`src/rtl/pipe_ctrl_pkg.sv`:
```
// Shared types and constants for the pipeline stall/flush controller.
package pipe_ctrl_pkg;

  typedef enum logic [1:0] {
    SCRUB = 2'd0,
    IDLE  = 2'd1,
    WAIT  = 2'd2
  } state_t;

  localparam logic [4:0] REG_X0 = 5'd0;

endpackage

```
`src/rtl/hazard_unit.sv`:
```
// Combinational load-use detector: the instruction in ID reads the
// destination of a load currently in EX.
module hazard_unit
  import pipe_ctrl_pkg::*;
(
  input  logic [4:0] id_rs1,
  input  logic [4:0] id_rs2,
  input  logic       id_use_rs1,
  input  logic       id_use_rs2,
  input  logic [4:0] ex_rd,
  input  logic       ex_memr,
  input  logic       ex_regw,
  output logic       load_use
);

  // Hit when a register-writing load targets a source that ID actually reads
  always_comb begin
    load_use = ex_memr && ex_regw && (ex_rd != REG_X0) &&
               ((id_use_rs1 && (id_rs1 == ex_rd)) ||
                (id_use_rs2 && (id_rs2 == ex_rd)));
  end

endmodule

```
`src/rtl/pipeline_ctrl.sv`:
```
// Central stall/flush controller: data-memory handshake FSM, load-use
// bubbles, EX redirect flushes, post-reset scrub, stall counting and
// memory timeout detection.
module pipeline_ctrl
  import pipe_ctrl_pkg::*;
#(
  parameter int unsigned MAX_WAIT = 16,
  parameter int unsigned CNT_W    = 64
) (
  input  logic             clk,
  input  logic             rst,
  input  logic [4:0]       id_rs1,
  input  logic [4:0]       id_rs2,
  input  logic             id_use_rs1,
  input  logic             id_use_rs2,
  input  logic [4:0]       ex_rd,
  input  logic             ex_memr,
  input  logic             ex_regw,
  input  logic             ex_redirect,
  input  logic             mem_op,
  input  logic             dmem_ack,
  output logic             dmem_req,
  output logic             pc_en,
  output logic             en_if_id,
  output logic             en_id_ex,
  output logic             en_ex_mem,
  output logic             en_mem_wb,
  output logic             flush_if_id,
  output logic             flush_id_ex,
  output logic             err_timeout,
  output logic [CNT_W-1:0] stall_cnt
);

  localparam int unsigned WAIT_W = (MAX_WAIT > 1) ? $clog2(MAX_WAIT) : 1;
  localparam logic [WAIT_W-1:0] WAIT_LAST = WAIT_W'(MAX_WAIT - 1);

  state_t            state;
  logic [WAIT_W-1:0] wait_cnt;
  logic              load_use;
  logic              timeout;
  logic              adv;
  logic              lu_bubble;

  hazard_unit u_hazard (
    .id_rs1     (id_rs1),
    .id_rs2     (id_rs2),
    .id_use_rs1 (id_use_rs1),
    .id_use_rs2 (id_use_rs2),
    .ex_rd      (ex_rd),
    .ex_memr    (ex_memr),
    .ex_regw    (ex_regw),
    .load_use   (load_use)
  );

  // Advance qualifier: the MEM instruction is done (or abandoned) this cycle
  always_comb begin
    timeout = (state == WAIT) && !dmem_ack && (wait_cnt == WAIT_LAST);
    adv     = ((state == IDLE) && !mem_op) ||
              ((state == WAIT) && (dmem_ack || timeout));
  end

  // Output priority: scrub, memory freeze, redirect, load-use bubble, run
  always_comb begin
    pc_en       = 1'b1;
    en_if_id    = 1'b1;
    en_id_ex    = 1'b1;
    en_ex_mem   = 1'b1;
    en_mem_wb   = 1'b1;
    flush_if_id = 1'b0;
    flush_id_ex = 1'b0;
    lu_bubble   = 1'b0;
    if (state == SCRUB) begin
      pc_en       = 1'b0;
      flush_if_id = 1'b1;
      flush_id_ex = 1'b1;
    end else if (!adv) begin
      pc_en     = 1'b0;
      en_if_id  = 1'b0;
      en_id_ex  = 1'b0;
      en_ex_mem = 1'b0;
      en_mem_wb = 1'b0;
    end else if (ex_redirect) begin
      flush_if_id = 1'b1;
      flush_id_ex = 1'b1;
    end else if (load_use) begin
      pc_en       = 1'b0;
      en_if_id    = 1'b0;
      flush_id_ex = 1'b1;
      lu_bubble   = 1'b1;
    end
  end

  // Memory handshake FSM with registered request and sticky timeout flag
  always_ff @(posedge clk or negedge rst) begin
    if (!rst) begin
      state       <= SCRUB;
      wait_cnt    <= '0;
      dmem_req    <= 1'b0;
      err_timeout <= 1'b0;
    end else begin
      case (state)
        SCRUB: state <= IDLE;
        IDLE: begin
          if (mem_op) begin
            state    <= WAIT;
            wait_cnt <= '0;
            dmem_req <= 1'b1;
          end
        end
        WAIT: begin
          if (dmem_ack || timeout) begin
            state    <= IDLE;
            dmem_req <= 1'b0;
            if (timeout) err_timeout <= 1'b1;
          end else begin
            wait_cnt <= wait_cnt + WAIT_W'(1);
          end
        end
        default: begin
          state    <= SCRUB;
          dmem_req <= 1'b0;
        end
      endcase
    end
  end

  // Saturating count of frozen-writeback and bubble cycles
  always_ff @(posedge clk or negedge rst) begin
    if (!rst) begin
      stall_cnt <= '0;
    end else if ((!en_mem_wb || lu_bubble) && (stall_cnt != '1)) begin
      stall_cnt <= stall_cnt + CNT_W'(1);
    end
  end

endmodule

```
`config.mk`:
```
export PLATFORM = sky130hd
export DESIGN_NAME = pipeline_ctrl
export DESIGN_NICKNAME = d
export VERILOG_FILES = /design/src/rtl/pipe_ctrl_pkg.sv /design/src/rtl/hazard_unit.sv /design/src/rtl/pipeline_ctrl.sv
export SDC_FILE = /design/constraint.sdc
export NUM_CORES = 1
export LEC_CHECK = 0
export ABC_AREA = 0
export BUFFER_PORTS_ARGS = -buffer_cell sky130_fd_sc_hd__buf_2
export CAP_MARGIN = 20
export CORE_MARGIN = 8
export CORE_UTILIZATION = 32
export DETAILED_ROUTE_END_ITERATION = 7
export SLEW_MARGIN = 20
export SYNTH_ARGS = -nofsm -noshare
export SYNTH_HDL_FRONTEND = slang
export SYNTH_SLANG_ARGS = --single-unit
```
`constraint.sdc`:
```
create_clock -name clk -period 4.6 [get_ports clk]
set_input_delay 0.69 -clock clk [delete_from_list [all_inputs] [get_ports clk]]
set_output_delay 0.69 -clock clk [all_outputs]
set_load 0.01 [all_outputs]
```
==> results of run 1 <==
## cells by family (layout without fill, tap and decap cells)
group           after synthesis  count (layout)  share of synthesized area (%)
flops                        72              72                          44.93
mux                           2               2                         0.5304
buf+inv                      26             125                          3.557
fa+ha+maj                     2               2                         0.6239
compound gates               20              20                          4.743
simple gates                188             188                          29.67
xor+xnor                     73              73                          15.94
## layer usage
metal,global-route usage [%],routed length (µm)
met5,0,0
met2,21.06,5086
met3,4.950,686
met4,4.895,172
met1,16.44,4502
## power groups by stage
stage	clock, mW	combinational, mW	sequential, mW
after floorplan	0	0.441	0.819
after global placement	0	0.607	0.822
after detailed placement	0	0.622	0.825
after CTS	0.707	0.623	0.815
after global routing	0.733	0.682	0.832
final	0.682	0.615	0.815
## worst register-to-register path, cell delays in order, from the launching register on
cell and delay (ns):
dfrtp_1 0.42, ha_1 0.30, a31oi_4 0.13, nor3b_1 0.34, a211oi_4 0.10, a31oi_4 0.47
buf_4 0.58, nor2_1 0.19, mux2_2 0.31
## cells in the final DEF, fill, tap and decap left out, types with 3 or more instances in the layout
cell type	synthesis	routed
buf_2	12	95
dfrtp_1	72	72
xor2_1	60	60
nand2_1	33	33
nand3_1	25	25
nor4_1	25	25
nor3_1	21	21
nand4_1	17	17
nor2_1	15	15
xnor2_1	13	13
and3_1	11	11
inv_1	9	9
clkbuf_16	0	9
nor4_2	6	6
buf_4	2	5
nor3b_1	4	4
nor4_4	3	3
nor3_2	3	3
and4_1	3	3
and2_1	3	3
a21oi_1	3	3
nor4b_2	3	3
clkinv_2	0	3
## final cells by class
type | instances | share of cell area, %
clock buffer | 10 | 4.655
tap | 172 | 4.375
clock inverter | 6 | 1.221
timing repair buffer | 100 | 10.43
inverter | 9 | 0.6868
sequential | 72 | 36.63
multi-input combinational | 285 | 42.00
## worst paths after layout
path,cells after the start,start,end,slack (ns)
setup / recovery,6,wait_cnt[0]$_DFFE_PN0P_,en_if_id,1.57
hold / removal,1,rst,stall_cnt[63]$_DFFE_PN0P_,0.36
setup reg to reg,8,wait_cnt[0]$_DFFE_PN0P_,stall_cnt[1]$_DFFE_PN0P_,1.65
hold reg to reg,1,stall_cnt[6]$_DFFE_PN0P_,stall_cnt[6]$_DFFE_PN0P_,0.47
max in group asynchronous,2,rst,stall_cnt[22]$_DFFE_PN0P_,3.42
min in group clk,1,stall_cnt[6]$_DFFE_PN0P_,stall_cnt[6]$_DFFE_PN0P_,0.47
## registers in the layout, indices dropped and copies added (netlist names)
register and count:
stall_cnt 64, state 2, err_timeout 1, wait_cnt 4, dmem_req 1
## synth_stat cells, drive strengths merged (2+ instances only)
cell | n | area share, %
and3 | 11 | 1.7
ha | 2 | 0.62
or3 | 2 | 0.31
xor2 | 60 | 13
xnor2 | 13 | 2.8
nor2 | 17 | 1.8
a31oi | 3 | 1.2
a311oi | 2 | 0.44
nand2 | 34 | 3.2
buf | 17 | 2.7
and4 | 3 | 0.66
nor4b | 5 | 1.6
nor4 | 34 | 7.4
a31o | 2 | 0.44
nor3b | 5 | 1.2
nand4 | 19 | 3.5
a21oi | 3 | 0.37
nand2b | 2 | 0.50
dfrtp | 72 | 45
o21ai | 2 | 0.25
nor3 | 24 | 3.4
a21boi | 2 | 0.37
nand3 | 25 | 3.1
and2 | 3 | 0.47
inv | 9 | 0.84
## stage by stage
step                area [µm²]  instances  total power [mW]
detailed placement        4627        638             1.447
finish                    4918        654             2.111
global route              4918        654             2.247
global placement          4627        638             1.429
floorplan                 4010        383             1.261
CTS                       4916        654             2.145
==> flow_metrics.tcl, run 1 <==
set metrics [dict create \
    status "complete, no violations" \
    yosysUniqueCellTypes 51 \
    crit_path_cell_trace "ha_1, a31oi_4, nor3b_1, a211oi_4, a31oi_4, buf_2" \
    slew_viol_final 0 \
    fillerInstances 1276 \
    swShare_pct 36.39 \
    regArea_um2 1802 \
    die_x_um 127.9 \
    hold_ws_ns 0.3648 \
    syn_nets 409 \
    path_delay_family "compound AO/OA/AOI/OAI gates" \
    rsz0062_at_grt "no" \
    synth-edff-count 0 \
    clock_latency_ns 0.34 \
    finalClockSkew_ns 0.008784 \
    drcViolationCount 0 \
    p_leak_nw 1.835 \
    antenna_found_initial 0 \
    gp_congestion 0.8172 \
    wirelength_um 10450 \
    cpPeakStageDelay_ns 0.47 \
    cts.path.max_buffers 2 \
    start_util_pct 32.30 \
    crit_top_cell "a31oi_4" \
    worst_setup_path_start_kind "flip-flop" \
    critPathSlowestCell "a31oi_4" \
    num_rows 41 \
    worstPathRequired_ns 3.91 \
    finalCriticalPeriod_ns 3.030 \
    end_kind "output pin" \
    synth_warnings 0 \
    cellPowerDensity_nw_per_um2 429.2 \
    grt_usage_pct 13.40 \
    die_area_um2 16370 \
    ys.flop_type "dfrtp_1" \
    pin_count 97 \
    critPathMaxFanout 19 \
    first_pass_iters 4 \
    internal-power_mw 1.343 \
    fp.dieH_um 127.9 \
    ctsHoldBuffers 0 \
    p_sw_mw 0.7683 \
    fin_tns_setup_ns 0 \
    cts.sinks 72 \
    drv_cap 0 \
    syn_area_um2 4010 \
    drt_iter0_markers 253 \
    cts_tree "done" \
    ir_worst_vdd_mv 0.1712 \
    routedWlPerCell_um 15.97 \
    async_flop_share_pct 100.0 \
    fmax_mhz 330.1 \
    layout.nets 503 \
    final_util_pct 39.62 \
    core_um2 12410 \
    pre_cts_slack_ns 1.382 \
    avgSynthCellArea_um2 10.47 \
    critPathBufInv 1 \
    grt_pass1_wl_um 17420 \
    drive_gt1_share_pct 29.88 \
    setup_viol 0 \
    post-dp-hpwl_um 7664 \
    postCtsSetupBuffers 0 \
    netlist_instances 383 \
    ys_seq_area_share_pct 44.93 \
    cts_resized 0 \
    seqPwrFrac_pct 38.6 \
    portBuffers 96 \
    viasPerCell 5.035 \
    worst_pin_slew_ns 0.8745 \
    root_buffer "clkbuf_16" \
    cts_htree_levels 3 \
    pwr-share-clk_pct 32.3 \
    crit_arrival_ns 2.34 \
    numCtsBuffers 9 \
    antenna_cells 0 \
    grt_max_degree 47 \
    grt_pass1_vias 3312 \
    multiInputGateArea_um2 2066 \
    hold_violations 0 \
    ys_ff_latch 72 \
    clk_pin_slew_ns 0.06 \
    syn2layout_area_growth_pct 22.65 \
    ant_nets 0 \
    grt_overflow 0 \
    setup_slack_ns 1.570 \
    slew_headroom_pct 41.56 \
    path_class "reg -> out" \
    timing.final.crit_share_pct 65.86 \
    hp-class "in -> async" \
    vias 3293 \
    pwr-share-comb_pct 29.1 \
]
Note: power is estimated with default switching activity, not from simulation.
==> inputs of run 2 (changes only) <==
==> constraint.sdc (replaced) <==
create_clock -name clk -period 2.66 [get_ports clk]
set_input_delay 0.399 -clock clk [delete_from_list [all_inputs] [get_ports clk]]
set_output_delay 0.399 -clock clk [all_outputs]
set_load 0.01 [all_outputs]
==> run 2 against run 1 <==
Against the previous run: non-clock buffer count rose by 6; clock power up 95%; die area unchanged; critical path depth increased by 1; core utilization up 1.2 points; hold slack got worse by 0.29 ns; clock skew up 0.0041 ns; cell area grew 2.9%; via count fell by 2.0%; sequential share of layout area decreased by 1.0 points; setup slack got worse by 1.4 ns; register-to-register slack worse by 1.3 ns; largest cell class unchanged.
==> flow_metrics.tcl, run 2 (synthesis results as in run 1) <==
set metrics [dict create \
    drt_iter0_markers 187 \
    largest_reg_flops 64 \
    final_common_cell "buf_2" \
    p_leak_nw 1.907 \
    numCtsBuffers 9 \
    wirelength_um 10210 \
    antenna_found_initial 0 \
    die_x_um 127.9 \
    grt_usage_pct 12.91 \
    slew_viol_final 0 \
    first_pass_iters 4 \
    rsz0062_at_grt "no" \
    vias 3228 \
    ctsHoldBuffers 0 \
    die_area_um2 16370 \
    post-dp-hpwl_um 7479 \
    finalClockSkew_ns 0.01292 \
    viasPerCell 4.891 \
    setup_viol 0 \
    cts.path.max_buffers 2 \
    num_rows 41 \
    clock_latency_ns 0.34 \
    antenna_cells 0 \
    timing.final.crit_share_pct 95.39 \
    crit_arrival_ns 2.14 \
    layout.nets 509 \
    end_kind "output pin" \
    layout_common_cells "buf_2 (96), dfrtp_1 (72), xor2_1 (60)" \
    drive_gt1_share_pct 31.56 \
    cts_htree_levels 3 \
    grt_max_degree 73 \
    drcViolationCount 0 \
    cts.sinks 72 \
    finalCriticalPeriod_ns 2.537 \
    setup_slack_ns 0.1228 \
    core_um2 12410 \
    critPathMaxFanout 29 \
    grt_pass1_vias 3265 \
    status "complete, no violations" \
    portBuffers 96 \
    cts_tree "done" \
    syn2layout_area_growth_pct 26.24 \
    ir_worst_vdd_mv 0.2972 \
    fp.dieH_um 127.9 \
    grt_overflow 0 \
    start_util_pct 32.30 \
    fin_tns_setup_ns 0 \
    ant_nets 0 \
    gp_congestion 0.7764 \
    root_buffer "clkbuf_16" \
    fillerInstances 1248 \
    grt_pass1_wl_um 16830 \
    pin_count 97 \
    fmax_mhz 394.1 \
    hold_violations 0 \
    worstPathRequired_ns 2.26 \
    cellPowerDensity_nw_per_um2 767.7 \
    pre_cts_slack_ns 0.3561 \
    drv_cap 0 \
    final_util_pct 40.78 \
    worst_setup_path_start_kind "flip-flop" \
    worst_pin_slew_ns 0.4944 \
    largest-register "stall_cnt" \
    slew_headroom_pct 66.96 \
    hp-class "in -> async" \
    clk_pin_slew_ns 0.06 \
    path_class "reg -> out" \
    top_regs "stall_cnt: 64 flops, wait_cnt: 4 flops, state: 2 flops" \
    routedWlPerCell_um 15.47 \
]
## run 2: cell count changes in the layout (fill, tap and decap cells not counted), sizes merged
cell / delta
clkinvlp: -2
inv: +1
bufinv: +1
buf: +6
## run 2: path summary, 6_finish.rpt
kind,from,to,slack (ns),depth (start not counted)
hold / removal,rst,stall_cnt[9]$_DFFE_PN0P_,0.07,2
min in group clk,mem_op,dmem_req$_DFFE_PN0P_,0.44,3
setup reg to reg,stall_cnt[13]$_DFFE_PN0P_,stall_cnt[43]$_DFFE_PN0P_,0.33,6
setup / recovery,wait_cnt[0]$_DFFE_PN0P_,en_if_id,0.12,7
hold reg to reg,err_timeout$_DFFE_PN0P_,err_timeout$_DFFE_PN0P_,0.48,1
max in group asynchronous,rst,stall_cnt[19]$_DFFE_PN0P_,2.26,2
## run 2: per-layer routing
| metal | GRT usage [%] | vias to the layer above | share of wire (%) |
|---|---|---|---|
| li1 | - | 1583 | - |
| met1 | 14.88 | 1573 | 42 |
| met2 | 20.66 | 60 | 48 |
| met3 | 6.198 | 12 | 8.3 |
| met4 | 4.126 | 0 | 1.2 |
| met5 | 0 | - | 0 |
## run 2: final cells by class
type	count	area (µm²)	share of cell area, %
multi-input cells	285	2076	41.00
flip-flops and latches	72	1802	35.59
repair buffers	106	605.6	11.96
clock buffers	10	239.0	4.721
well taps	172	215.2	4.251
clock inverters	6	91.34	1.804
inverters	9	33.78	0.6673
## run 2: worst max-delay path, stage by stage, from the launching register on
cell	delay (ns)
dfrtp_1	0.40
ha_2	0.27
a31o_2	0.21
a22oi_2	0.07
and2b_1	0.23
a31oi_4	0.23
buf_12	0.22
buf_2	0.16
## run 2: metrics by stage
step	power, mW	hold slack, ns	instances	cell area [µm²]
after floorplan	2.180	0.1034	383	4010
final	3.887	0.07252	660	5062
after global placement	2.576	0.4620	644	4722
after detailed placement	2.594	0.4644	644	4722
after global routing	4.127	0.1025	660	5062
after CTS	3.951	0.09087	660	5052
## run 2: report_power, final
part           internal, mW  leakage [nW]  switching [mW]  total [mW]
clock                 0.851         0.163           0.482        1.33
combinational         0.453          1.01           0.691        1.14
sequential             1.23         0.729           0.181        1.41
## run 2: repair_timing
action,CTS,global route
resized for setup,0,3
buffers inserted,0,0
setup endpoints to repair,0,1
==> inputs of run 3 (changes only) <==
==> constraint.sdc (replaced) <==
create_clock -name clk -period 2.1 [get_ports clk]
set_input_delay 0.315 -clock clk [delete_from_list [all_inputs] [get_ports clk]]
set_output_delay 0.315 -clock clk [all_outputs]
set_load 0.01 [all_outputs]
==> run 3 against run 2 <==
Against the previous run: the run now ends with setup timing left; cell area rose by 28%; wire length rose by 25%; sequential share of layout area fell by 7.8 points; first-iteration DRC count rose by 8.6%; non-clock buffer count rose by 81; total power rose by 64%; largest cell class unchanged; highest routed layer unchanged.
==> flow_metrics.tcl, run 3 (synthesis results as in run 1) <==
set metrics [dict create \
    p_leak_nw 2.494 \
    drv_cap 0 \
    setup_slack_ns -0.04974 \
    wirelength_um 12730 \
    swShare_pct 35.95 \
    finalCriticalPeriod_ns 2.150 \
    ctsHoldBuffers 0 \
    start_util_pct 32.30 \
    crit_arrival_ns 1.83 \
    largest-register "stall_cnt" \
    pwr-share-comb_pct 47.1 \
    worstPathRequired_ns 1.78 \
    grt_pass1_wl_um 19650 \
    wl_met2_um 6637 \
    critPathMaxFanout 3 \
    numCtsBuffers 9 \
    reg2regPathDepth 9 \
    multiInputGateArea_um2 2716 \
    fp.dieH_um 127.9 \
    largest_reg_flops 64 \
    vias 3695 \
    r2r_start "wait_cnt[0]$_DFFE_PN0P_" \
    hold_violations 0 \
    drive_gt1_share_pct 51.06 \
    fillerInstances 1125 \
    p_sw_mw 2.287 \
    grt_usage_pct 15.04 \
    drcViolationCount 0 \
    grt_overflow 0 \
    antenna_found_initial 0 \
    layout.nets 590 \
    grt_pass1_vias 3841 \
    wl_met1_um 5155 \
    rsz0062_at_grt "yes" \
    die_area_um2 16370 \
    cts_tree "done" \
    violations "setup timing" \
    met3_length_um 653 \
    highest_layer "met4" \
    seqPwrFrac_pct 26.8 \
    portBuffers 96 \
    gp_congestion 0.8002 \
    hp-class "in -> async" \
    worst_r2r_endpoint "stall_cnt[59]$_DFFE_PN0P_" \
    pin_count 97 \
    reg2reg_slack_ns -0.04 \
    finalClockSkew_ns 0.007193 \
    die_x_um 127.9 \
    final_common_cell "buf_2" \
    slew_headroom_pct 73.06 \
    timing.final.crit_share_pct 102.4 \
    viasPerCell 4.993 \
    layout_common_cells "buf_2 (94), dfrtp_1 (70), buf_4 (70)" \
    ant_nets 0 \
    routedWlPerCell_um 17.21 \
    first_pass_iters 4 \
    drt_iter0_markers 203 \
    path_class "reg -> out" \
    cts.path.max_buffers 2 \
    regArea_um2 1804 \
    end_kind "output pin" \
    slew_viol_final 0 \
    syn2layout_area_growth_pct 61.90 \
    setup_viol 11 \
    total_power_mw 6.362 \
    final_util_pct 52.30 \
    worst_setup_path_start_kind "flip-flop" \
    grt_max_degree 73 \
    fmax_mhz 465.2 \
    clk_pin_slew_ns 0.05 \
    core_um2 12410 \
    status "finished, violations left" \
    num_rows 41 \
    internal-power_mw 4.074 \
    cellPowerDensity_nw_per_um2 979.8 \
    antenna_cells 0 \
    worst_pin_slew_ns 0.4041 \
    cts_htree_levels 3 \
    cts.sinks 72 \
    ir_worst_vdd_mv 0.4594 \
    top_regs "stall_cnt: 64 flops, wait_cnt: 4 flops, state: 2 flops" \
    clock_latency_ns 0.34 \
    root_buffer "clkbuf_16" \
    pwr-share-clk_pct 26.1 \
    post-dp-hpwl_um 8169 \
]
-- run 3: cell types whose count changed in the layout (fill, tap and decap cells not counted), sizes merged --
cell	before	now
inv	10	9
clkinv	3	1
clkbuf	10	15
buf	106	184
-- run 3: timing repair --
| item | in CTS | in global routing |
|---|---|---|
| setup endpoints to repair | 35 | 66 |
| pin swaps | 15 | 56 |
| resized for setup | 71 | 56 |
| buffers inserted | 7 | 13 |
| gates cloned | 1 | 4 |
-- run 3: through the flow --
step                      area [µm²]  hold WS, ns  worst slack (ns)  std cells  TNS [ns]
after CTS                       5992      0.02676          -0.04324        723   -0.2151
after global routing            6492      0.04476          -0.09618        740    -2.261
after floorplan                 4010      0.01941           0.01695        383         0
final                           6492      0.01062          -0.04974        740   -0.1350
after detailed placement        5162       0.3858          -0.06325        701   -0.5566
after global placement          5162       0.3777          -0.04449        701   -0.1229
-- run 3: critical path, cell delays in order, from the launching register on --
cell and delay, ns:
dfrtp_1 0.40, ha_4 0.19, a31o_4 0.23, a22oi_2 0.14, and2b_2 0.21, a31oi_4 0.05
buf_12 0.17, buf_6 0.11
-- run 3: cell type report --
class | count | share of cell area, %
multi-input combinational | 285 | 41.84
sequential | 72 | 27.79
timing repair buffer | 187 | 21.58
clock buffer | 12 | 3.951
tap | 172 | 3.315
clock inverter | 3 | 1.002
inverter | 9 | 0.5203
-- run 3: how the worst max path moves through the flow --
stage | from | to | slack [ns] | cells past startpoint
CTS | wait_cnt[1]$_DFFE_PN0P_ | en_if_id | -0.04 | 7
floorplan | wait_cnt[0]$_DFFE_PN0P_ | stall_cnt[22]$_DFFE_PN0P_ | 0.02 | 8
global route | wait_cnt[1]$_DFFE_PN0P_ | stall_cnt[10]$_DFFE_PN0P_ | -0.1 | 10
detailed placement | ex_rd[1] | en_if_id | -0.06 | 6
finish | wait_cnt[0]$_DFFE_PN0P_ | en_if_id | -0.05 | 7
global placement | ex_rd[1] | en_if_id | -0.04 | 6
-- run 3: routing by layer --
metal  vias up  GRT usage [%]
met2        84          25.79
met3        19          4.742
met4         0          4.965
li1       1752              -
met5         -              0
met1      1840          17.37
-- run 3: power by group through the flow --
stage | logic [mW] | clock network (mW) | registers (mW)
4_1_cts | 2.41 | 1.69 | 1.70
3_3_place_gp | 1.84 | 0 | 1.70
3_5_place_dp | 1.88 | 0 | 1.71
6_report | 3.00 | 1.66 | 1.70
5_1_grt | 3.18 | 1.75 | 1.73
2_1_floorplan | 0.967 | 0 | 1.79
